<file path="config.mk">
export PLATFORM = sky130hd
export DESIGN_NAME = latch_bank_arbiter_flat
export DESIGN_NICKNAME = d
export VERILOG_FILES = /design/src/rtl/latch_bank_arbiter_if.sv /design/src/rtl/latch_bank_arbiter.sv /design/src/flat_wrapper.sv
export SDC_FILE = /design/constraint.sdc
export NUM_CORES = 1
export LEC_CHECK = 0
export BUFFER_PORTS_ARGS = -buffer_cell sky130_fd_sc_hd__buf_4
export CORE_MARGIN = 2
export CORE_UTILIZATION = 47
export DETAILED_ROUTE_END_ITERATION = 16
export MAX_ROUTING_LAYER = met4
export PLACE_DENSITY = 0.75
export SYNTH_ARGS = -nofsm -noshare
export SYNTH_HDL_FRONTEND = slang
export SYNTH_SLANG_ARGS = --single-unit
</file>
<file path="constraint.sdc">
create_clock -name Clk -period 2.3 [get_ports Clk]
set_clock_uncertainty 0.2 [all_clocks]
set_input_delay 0.115 -clock Clk [delete_from_list [all_inputs] [get_ports Clk]]
set_output_delay 0.115 -clock Clk [all_outputs]
set_load 0.01 [all_outputs]
</file>
<file path="src/rtl/latch_bank_arbiter_if.sv">
// Bundle of request, data, latch-bank and status signals for latch_bank_arbiter.
// master: requesters plus the latch bank (drive Req/D/LatchQ).
// slave:  the arbiter (drives LatchEn/LatchD/Ack/Owner/Busy/Err).
interface latch_bank_arbiter_if #(
   parameter int WIDTH = 4
);
   logic             Req0;
   logic             Req1;
   logic [WIDTH-1:0] D0;
   logic [WIDTH-1:0] D1;
   logic [WIDTH-1:0] LatchQ;
   logic             LatchEn;
   logic [WIDTH-1:0] LatchD;
   logic             Ack0;
   logic             Ack1;
   logic             Owner;
   logic             Busy;
   logic             Err;

   modport master (
      output Req0, Req1, D0, D1, LatchQ,
      input  LatchEn, LatchD, Ack0, Ack1, Owner, Busy, Err
   );

   modport slave (
      input  Req0, Req1, D0, D1, LatchQ,
      output LatchEn, LatchD, Ack0, Ack1, Owner, Busy, Err
   );
endinterface

</file>
<file path="src/rtl/latch_bank_arbiter.sv">
// Two-requester round-robin arbiter driving a shared level-sensitive latch bank.
// Each write runs IDLE -> SETUP -> ENABLE (EN_CYCLES) -> HOLD -> DONE so the data
// bus is stable well before and after the enable pulse. All outputs are flops.
// Optional feature: define LATCH_VERIFY_EN to add a CHECK state that compares
// LatchQ against LatchD after HOLD and raises a sticky Err on mismatch.
module latch_bank_arbiter #(
   parameter int WIDTH     = 4,
   parameter int EN_CYCLES = 2
) (
   input  logic                Clk,
   input  logic                Rst_n,
   latch_bank_arbiter_if.slave bus
);

`ifdef LATCH_VERIFY_EN
   typedef enum logic [2:0] {
      S_IDLE   = 3'd0,
      S_SETUP  = 3'd1,
      S_ENABLE = 3'd2,
      S_HOLD   = 3'd3,
      S_DONE   = 3'd4,
      S_CHECK  = 3'd5
   } state_t;
`else
   typedef enum logic [2:0] {
      S_IDLE   = 3'd0,
      S_SETUP  = 3'd1,
      S_ENABLE = 3'd2,
      S_HOLD   = 3'd3,
      S_DONE   = 3'd4
   } state_t;
`endif

   // Down-counter start value: ENABLE exits when the counter reads zero.
   localparam logic [3:0] CNT_LOAD = 4'(EN_CYCLES - 1);

   state_t           state_q, state_d;
   logic [3:0]       cnt_q, cnt_d;
   logic             last_q, last_d;         // requester served most recently
   logic             owner_q, owner_d;
   logic [WIDTH-1:0] latch_d_q, latch_d_d;
   logic             latch_en_q, latch_en_d;
   logic [1:0]       ack_q, ack_d;
   logic             busy_q, busy_d;
   logic             grant;
   logic             grant_owner;

   // State register.
   always_ff @(posedge Clk or negedge Rst_n) begin
      if (!Rst_n) begin
         state_q <= S_IDLE;
      end else begin
         state_q <= state_d;
      end
   end

   // Next-state logic, including arbitration while idle.
   always_comb begin
      state_d     = state_q;
      grant       = 1'b0;
      grant_owner = 1'b0;
      case (state_q)
         S_IDLE: begin
            if (bus.Req0 || bus.Req1) begin
               grant = 1'b1;
               // On contention the requester not served last wins.
               grant_owner = (bus.Req0 && bus.Req1) ? ~last_q : bus.Req1;
               state_d     = S_SETUP;
            end
         end
         S_SETUP:  state_d = S_ENABLE;
         S_ENABLE: begin
            if (cnt_q == 4'd0) begin
               state_d = S_HOLD;
            end
         end
`ifdef LATCH_VERIFY_EN
         S_HOLD:   state_d = S_CHECK;
         S_CHECK:  state_d = S_DONE;
`else
         S_HOLD:   state_d = S_DONE;
`endif
         S_DONE:   state_d = S_IDLE;
         default:  state_d = S_IDLE;
      endcase
   end

   // Output/datapath next values; outputs lag the state by one edge so they are flops.
   always_comb begin
      cnt_d = cnt_q;
      if (state_q == S_SETUP) begin
         cnt_d = CNT_LOAD;
      end else if ((state_q == S_ENABLE) && (cnt_q != 4'd0)) begin
         cnt_d = cnt_q - 4'd1;
      end

      // Data and owner change only at grant, far from the enable pulse.
      owner_d   = owner_q;
      latch_d_d = latch_d_q;
      if (grant) begin
         owner_d   = grant_owner;
         latch_d_d = grant_owner ? bus.D1 : bus.D0;
      end

      last_d = last_q;
      if (state_q == S_DONE) begin
         last_d = owner_q;
      end

      latch_en_d = (state_q == S_ENABLE);

      ack_d = 2'b00;
      if (state_q == S_DONE) begin
         ack_d[owner_q] = 1'b1;
      end

      busy_d = (state_d != S_IDLE);
   end

   // Datapath and output registers; reset leaves the pointer favouring Req0.
   always_ff @(posedge Clk or negedge Rst_n) begin
      if (!Rst_n) begin
         cnt_q      <= 4'd0;
         last_q     <= 1'b1;
         owner_q    <= 1'b0;
         latch_d_q  <= '0;
         latch_en_q <= 1'b0;
         ack_q      <= 2'b00;
         busy_q     <= 1'b0;
      end else begin
         cnt_q      <= cnt_d;
         last_q     <= last_d;
         owner_q    <= owner_d;
         latch_d_q  <= latch_d_d;
         latch_en_q <= latch_en_d;
         ack_q      <= ack_d;
         busy_q     <= busy_d;
      end
   end

`ifdef LATCH_VERIFY_EN
   logic err_q, err_d;

   // Sticky readback mismatch detected while in CHECK.
   always_comb begin
      err_d = err_q | ((state_q == S_CHECK) && (bus.LatchQ != latch_d_q));
   end

   // Error flag register, cleared only by reset.
   always_ff @(posedge Clk or negedge Rst_n) begin
      if (!Rst_n) begin
         err_q <= 1'b0;
      end else begin
         err_q <= err_d;
      end
   end

   assign bus.Err = err_q;
`else
   // Readback is not used without the verify feature.
   logic unused_latchq;
   assign unused_latchq = ^bus.LatchQ;
   assign bus.Err       = 1'b0;
`endif

   assign bus.LatchEn = latch_en_q;
   assign bus.LatchD  = latch_d_q;
   assign bus.Ack0    = ack_q[0];
   assign bus.Ack1    = ack_q[1];
   assign bus.Owner   = owner_q;
   assign bus.Busy    = busy_q;

endmodule

</file>
<file path="src/flat_wrapper.sv">
// flat-port wrapper written by rule: the top's interface ports become plain ports
module latch_bank_arbiter_flat 
#(
   parameter int WIDTH     = 4,
   parameter int EN_CYCLES = 2
)
  (Clk, Rst_n, bus_Req0, bus_Req1, bus_D0, bus_D1, bus_LatchQ, bus_LatchEn, bus_LatchD, bus_Ack0, bus_Ack1, bus_Owner, bus_Busy, bus_Err);
  latch_bank_arbiter_if #(.WIDTH(WIDTH)) bus_i ();
  input  logic Clk;
  input  logic Rst_n;
  input wire logic [$bits(bus_i.Req0)-1:0] bus_Req0;
  input wire logic [$bits(bus_i.Req1)-1:0] bus_Req1;
  input wire logic [$bits(bus_i.D0)-1:0] bus_D0;
  input wire logic [$bits(bus_i.D1)-1:0] bus_D1;
  input wire logic [$bits(bus_i.LatchQ)-1:0] bus_LatchQ;
  output wire logic [$bits(bus_i.LatchEn)-1:0] bus_LatchEn;
  output wire logic [$bits(bus_i.LatchD)-1:0] bus_LatchD;
  output wire logic [$bits(bus_i.Ack0)-1:0] bus_Ack0;
  output wire logic [$bits(bus_i.Ack1)-1:0] bus_Ack1;
  output wire logic [$bits(bus_i.Owner)-1:0] bus_Owner;
  output wire logic [$bits(bus_i.Busy)-1:0] bus_Busy;
  output wire logic [$bits(bus_i.Err)-1:0] bus_Err;
  assign bus_i.Req0 = bus_Req0;
  assign bus_i.Req1 = bus_Req1;
  assign bus_i.D0 = bus_D0;
  assign bus_i.D1 = bus_D1;
  assign bus_i.LatchQ = bus_LatchQ;
  assign bus_LatchEn = bus_i.LatchEn;
  assign bus_LatchD = bus_i.LatchD;
  assign bus_Ack0 = bus_i.Ack0;
  assign bus_Ack1 = bus_i.Ack1;
  assign bus_Owner = bus_i.Owner;
  assign bus_Busy = bus_i.Busy;
  assign bus_Err = bus_i.Err;
  latch_bank_arbiter #(.WIDTH(WIDTH), .EN_CYCLES(EN_CYCLES)) u_core (.Clk(Clk), .Rst_n(Rst_n), .bus(bus_i));
endmodule
</file>
**After elaboration in Yosys (flattened, before gate mapping)**

Index checks and enable logic that the tools add are counted.

- Register bits after elaboration: 17
- Input port bits: 16
- Output and inout port bits: 10
- Logic and storage cells: 39

- $add $sub $neg: 1
- Equal/unequal tests: 4
- Bitwise operators: 1
- Multiplexer cells: 14
- Order comparisons: 2
- Reduce and logical (&&, ||, !) cells: 9

Operators by type and width:

| kind | count |
|---|---|
| $mux W4 | 3 |
| $pmux W3 S4 | 1 |
| $eq A3 B2 Y1 const B | 2 |
| $mux W1 | 6 |
| $mux W3 | 2 |
| $logic_not A4 Y1 | 1 |
| $reduce_bool A4 Y1 | 1 |
| $sub A4 B1 Y4 const B | 1 |
| $eq A3 B1 Y1 const B | 1 |
| $eq A3 B3 Y1 const B | 1 |
| $logic_and A1 B1 Y1 | 3 |
| $logic_not A3 Y1 | 1 |
| $reduce_bool A3 Y1 | 1 |
| $lt A1 B2 Y1 const B | 1 |
| $mux W2 | 1 |
| $reduce_bool A2 Y1 | 1 |
| $demux W1 S1 | 1 |
| $ge A1 B1 Y1 const B | 1 |
| $logic_or A1 B1 Y1 | 1 |
| $not A1 Y1 | 1 |

**Logic depth before layout (Yosys ltp)**

- Word-level depth: 5
- Gate-level depth with buffers: 5
- Mapped depth without buffers: 5

**Worst setup path before layout**

No wires, ideal clock.

- Path kind: reg2reg
- From: register u_core.state_q[0]
- To: register u_core.latch_d_q[0], in the netlist u_core.bus.LatchD[0]
- Stages on the path, launching flop included: 5
- Arrival: 1532 ps
- Slack: 487 ps
- Setup time: 82 ps
- Path buffers: 1
- Required time: 2018 ps
- Clock period less this slack: 1813 ps
- Path through: dfrtp_1 or4b_1 clkbuf_2 or3b_1 a31oi_1

- Word-level cells in the longest chain between the ends: 3
- Elaborated cells on any way between the ends: 4
- Those cells by class: mux: 3; reduce/logical: 1

RTL lines:

| what | RTL line | RTL |
|---|---|---|
| from (decl) | latch_bank_arbiter.sv:37 | `state_t state_q, state_d;` |
| from (signal assigned) | latch_bank_arbiter.sv:53 | `state_q <= state_d;` |
| $logic_not A3 Y1 (*) | latch_bank_arbiter.sv:62 | `case (state_q)` |
| $mux W1 | latch_bank_arbiter.sv:62 |  |
| $mux W4 | latch_bank_arbiter.sv:102 | `latch_d_d = grant_owner ? bus.D1 : bus.D0;` |
| to (signal assigned) | latch_bank_arbiter.sv:134 | `latch_d_q <= latch_d_d;` |
| to (decl) | latch_bank_arbiter.sv:41 | `logic [WIDTH-1:0] latch_d_q, latch_d_d;` |

Every way passes the cells marked *; elsewhere a longest branch is shown, timed or not.
A chain may end at the register's enable or synchronous reset.

**Worst setup path after layout**

Same ends and word-level chain as after synthesis.

==> impl_results.html <==
<table>
<tr><th>Metric</th><th>Value</th></tr>
<tr><th colspan="2">Run status</th></tr>
<tr><td>Outcome</td><td>completed</td></tr>
<tr><th colspan="2">Synth</th></tr>
<tr><td>Proportion of synthesized chip area in sequential cells</td><td>54.30%</td></tr>
<tr><td>Count of synthesis-stage warnings from yosys</td><td>0</td></tr>
<tr><td>Number of nets produced by synthesis</td><td>93</td></tr>
<tr><td>Library cells used by synthesis</td><td>31</td></tr>
<tr><td>Mapped Avg Cell Area</td><td>10.34 µm²</td></tr>
<tr><td>Number of synthesized register bits</td><td>17</td></tr>
<tr><td>Post-Synthesis Cell Area</td><td>785.8 µm²</td></tr>
<tr><td>Synthesized instance count</td><td>76</td></tr>
<tr><th colspan="2">Placed design</th></tr>
<tr><td>Number of I/O port buffers</td><td>20</td></tr>
<tr><td>HPWL after DPL</td><td>1.085 mm</td></tr>
<tr><td>Placer's final routability congestion estimate</td><td>0.7309</td></tr>
<tr><td>Area of placed instances</td><td>930.9 µm²</td></tr>
<tr><th colspan="2">Cells and area</th></tr>
<tr><td>Layout overhead on the synthesized area</td><td>33.28%</td></tr>
<tr><td>Final Net Count</td><td>122</td></tr>
<tr><td>Core occupancy in the finished layout</td><td>67.94%</td></tr>
<tr><td>Fill cell count</td><td>129</td></tr>
<tr><td>Share of post-route cells with drive strength above 1</td><td>25.96%</td></tr>
<tr><td>Area of all placed cells without fillers</td><td>1047 µm²</td></tr>
<tr><td>Number of diodes added for antenna fixing</td><td>0</td></tr>
<tr><th colspan="2">Routing</th></tr>
<tr><td>Number of antenna-violating nets in the routed design</td><td>0</td></tr>
<tr><td>Length of routed met3 wiring</td><td>59 µm</td></tr>
<tr><td>Vias per std cell</td><td>5.425</td></tr>
<tr><td>Drt first pass iters</td><td>4</td></tr>
<tr><td>Aggregate routed wire length</td><td>1.553 mm</td></tr>
<tr><td>Met2 wirelength from detailed routing</td><td>782 µm</td></tr>
<tr><td>Average wire per standard cell</td><td>12.94 µm</td></tr>
<tr><td>M1 WL</td><td>704 µm</td></tr>
<tr><td>Top Layer Used</td><td>met4</td></tr>
<tr><td>DRT iter0 DRCs</td><td>6</td></tr>
<tr><td>Vias</td><td>651</td></tr>
<tr><td>Remaining routing DRC violations</td><td>0</td></tr>
<tr><th colspan="2">Die</th></tr>
<tr><td>Floorplan Core Area</td><td>1541 µm²</td></tr>
<tr><td>Vertical extent of the die</td><td>44.89 µm</td></tr>
<tr><td>Effective utilization at floorplan</td><td>50.97%</td></tr>
<tr><td>Top-Level Pins</td><td>26</td></tr>
<tr><td>Number of rows in the core area</td><td>14</td></tr>
<tr><td>Area of the die</td><td>2015 µm²</td></tr>
<tr><td>Width of the chip</td><td>44.89 µm</td></tr>
<tr><th colspan="2">CTS</th></tr>
<tr><td>Longest Clk Path Bufs</td><td>2</td></tr>
<tr><td>Source-to-sink clock delay at the later pin of the worst-skew pair</td><td>280 ps</td></tr>
<tr><td>Clock Sinks</td><td>17</td></tr>
<tr><td>Number of buffers inserted during clock tree synthesis</td><td>3</td></tr>
<tr><td>Buffers inserted by post-CTS timing repair</td><td>0</td></tr>
<tr><td>Clock Root Buffer</td><td>sky130_fd_sc_hd__clkbuf_4</td></tr>
<tr><td>Hold-fix buffers at CTS</td><td>9</td></tr>
<tr><td># H-tree levels</td><td>1</td></tr>
<tr><td>PostCTS Resize Cnt</td><td>0</td></tr>
<tr><td>TritonCTS clock tree</td><td>built</td></tr>
<tr><td>Clock transition at the registers of the reported paths</td><td>100 ps</td></tr>
<tr><th colspan="2">Worst setup path</th></tr>
<tr><td>Critical setup path kind</td><td>flop to flop</td></tr>
<tr><td>Worst-path maximum fanout</td><td>9</td></tr>
<tr><td>Arr. time, crit path</td><td>1950 ps</td></tr>
<tr><td>Type of destination of the critical path</td><td>flop</td></tr>
<tr><td>Required time at the endpoint of the critical path</td><td>2310 ps</td></tr>
<tr><td>Nature of the critical path startpoint</td><td>flop</td></tr>
<tr><th colspan="2">Global routing</th></tr>
<tr><td>Via count of the first global-routing pass</td><td>623</td></tr>
<tr><td>Pin count of the biggest net entering global routing</td><td>18</td></tr>
<tr><td>Number of antenna violations at the first check in global routing</td><td>0</td></tr>
<tr><td>Total congestion overflow</td><td>0</td></tr>
<tr><td>Total global-route track usage</td><td>17.91%</td></tr>
<tr><td>Wire length of the first global-routing pass</td><td>2.594 mm</td></tr>
<tr><th colspan="2">STA</th></tr>
<tr><td>Setup_tns</td><td>0 ps</td></tr>
<tr><td>Final Setup Violations</td><td>0</td></tr>
<tr><td>Maximum operating frequency</td><td>516.6 MHz</td></tr>
<tr><td>Final Max Slew Viols</td><td>0</td></tr>
<tr><td>Worst slew pin tran</td><td>612.0 ps</td></tr>
<tr><td>Share of the cycle needed by the critical path after routing</td><td>84.16%</td></tr>
<tr><td>Number of hold violations in the final report</td><td>0</td></tr>
<tr><td>Worst slew margin relative to its limit</td><td>58.88%</td></tr>
<tr><td>Shortest period the worst path allows</td><td>1936 ps</td></tr>
<tr><td>Setup repair after global routing missed its margin</td><td>false</td></tr>
<tr><th colspan="2">Power</th></tr>
<tr><td>Static Leakage</td><td>0.4998 nW</td></tr>
<tr><td>Worst vdd rail ir drop</td><td>0.5326 mV</td></tr>
<tr><td>Power density over the cells</td><td>1130 nW/µm²</td></tr>
<tr><th colspan="2">Hold path</th></tr>
<tr><td>Worst hold path type</td><td>input port to asynchronous set/reset pin</td></tr>
<tr><th colspan="2">Run</th></tr>
<tr><td>Reported max-cap violation count</td><td>0</td></tr>
</table>
==> path summary, 6_finish.rpt <==
| check | start | depth (start not counted) | to | slack [ps] |
|---|---|---|---|---|
| max in group asynchronous | Rst_n | 2 | u_core.last_q | 1630 |
| hold reg to reg | u_core.bus.Owner | 1 | u_core.ack_q[0] | 290 |
| hold / removal | Rst_n | 2 | u_core.bus.Busy | 20 |
| setup / recovery | u_core.state_q[0] | 3 | u_core.bus.LatchD[0] | 360 |
| min in group Clk | bus_Req0 | 3 | u_core.bus.Owner | 120 |
| setup reg to reg | u_core.state_q[0] | 3 | u_core.bus.LatchD[0] | 360 |
==> power by group <==
part           internal [mW]  switching (mW)  total [mW]  leakage [nW]
registers              0.425          0.0868       0.512         0.208
logic                  0.253           0.265       0.518         0.277
clock network         0.0671          0.0865       0.154        0.0150
total                  0.744           0.438        1.18         0.500
==> cell families (layout without fill, tap and decap cells) <==
group,Yosys count,in the layout,synth area share [%]
and+or+nand+nor,27,27,22.29
AOI/OAI and AO/OA,21,21,15.45
DFF,17,17,54.30
buffers and inverters,8,36,4.617
adders and majority gates,1,1,1.592
other,1,1,0.4772
muxes,1,1,1.274
==> placed cells by master (no fill, tap or decap), drive strengths merged, types with 3 or more instances in the layout <==
master	count
dlygate4sd3	9
inv	3
nand2	4
o21ai	8
a21oi	5
nand3	3
clkbuf	4
or3b	7
dfrtp	16
a31oi	4
buf	20
==> final cells by class <==
type,count,area [µm²],area share (%)
Clock buffer,4,26.28,2.509
Timing Repair Buffer,29,240.2,22.94
Multi-Input combinational cell,51,322.8,30.82
Sequential cell,17,426.7,40.74
Tap cell,16,20.02,1.912
Inverter,3,11.26,1.075
==> cells in the mapped netlist <==
cell type                   instances  area (µm²)
sky130_fd_sc_hd__nand3_1            3       15.01
sky130_fd_sc_hd__nor3_1             2       10.01
sky130_fd_sc_hd__a31oi_1            4       25.02
sky130_fd_sc_hd__or2_1              1       6.260
sky130_fd_sc_hd__o21a_1             1       7.510
sky130_fd_sc_hd__a21oi_1            5       25.02
sky130_fd_sc_hd__and3_1             1       6.260
sky130_fd_sc_hd__a21boi_1           1       7.510
sky130_fd_sc_hd__and3b_2            1       10.01
sky130_fd_sc_hd__or4b_1             1       10.01
sky130_fd_sc_hd__buf_4              1       7.510
sky130_fd_sc_hd__and2_1             2       12.51
sky130_fd_sc_hd__dfrtp_1           16       400.4
sky130_fd_sc_hd__nor3b_1            1       7.510
sky130_fd_sc_hd__nor2_1             2       7.510
sky130_fd_sc_hd__or4_1              1       7.510
sky130_fd_sc_hd__clkbuf_2           1       5.000
sky130_fd_sc_hd__clkbuf_1           2       7.510
sky130_fd_sc_hd__ha_1               1       12.51
sky130_fd_sc_hd__inv_1              3       11.26
sky130_fd_sc_hd__o21ai_0            8       40.04
sky130_fd_sc_hd__or3b_1             5       43.79
sky130_fd_sc_hd__mux2i_1            1       10.01
sky130_fd_sc_hd__buf_2              1       5.000
sky130_fd_sc_hd__a21o_1             1       7.510
sky130_fd_sc_hd__dfstp_2            1       26.28
sky130_fd_sc_hd__o2bb2ai_1          1       8.760
sky130_fd_sc_hd__conb_1             1       3.750
sky130_fd_sc_hd__nand2_1            4       15.01
sky130_fd_sc_hd__or3_1              1       6.260
sky130_fd_sc_hd__or3b_2             2       17.52
==> state kept, by name, indices dropped and copies added (netlist names) <==
name,count
u_core.ack_q,2
u_core.bus.Busy,1
u_core.bus.LatchD,4
u_core.bus.LatchEn,1
u_core.bus.Owner,1
u_core.cnt_q,4
u_core.last_q,1
u_core.state_q,3
==> per-stage QoR <==
step | hold WS (ps) | instances | setup WS [ps] | power, mW
after global routing | 41.90 | 120 | 245.4 | 1.277
after detailed placement | -213.6 | 107 | 365.9 | 1.025
after global placement | -210.9 | 107 | 404.5 | 1.004
after CTS | 27.27 | 120 | 358.3 | 1.188
after floorplan | -380.6 | 76 | 486.6 | 0.8430
final | 19.47 | 120 | 364.3 | 1.183
==> critical path, stage by stage, from the launching register on <==
cell	delay, ps
sky130_fd_sc_hd__dfrtp_1	430
sky130_fd_sc_hd__or4b_1	690
sky130_fd_sc_hd__or3b_1	390
sky130_fd_sc_hd__a31oi_1	160
==> metal layers <==
layer / vias up / global-route usage [%]
li1: 325 / -
met1: 304 / 22.34
met2: 20 / 31.30
met3: 2 / 2.400
met4: 0 / 3.529
met5: - / -
No activity file was read; power rests on OpenSTA's default activity.
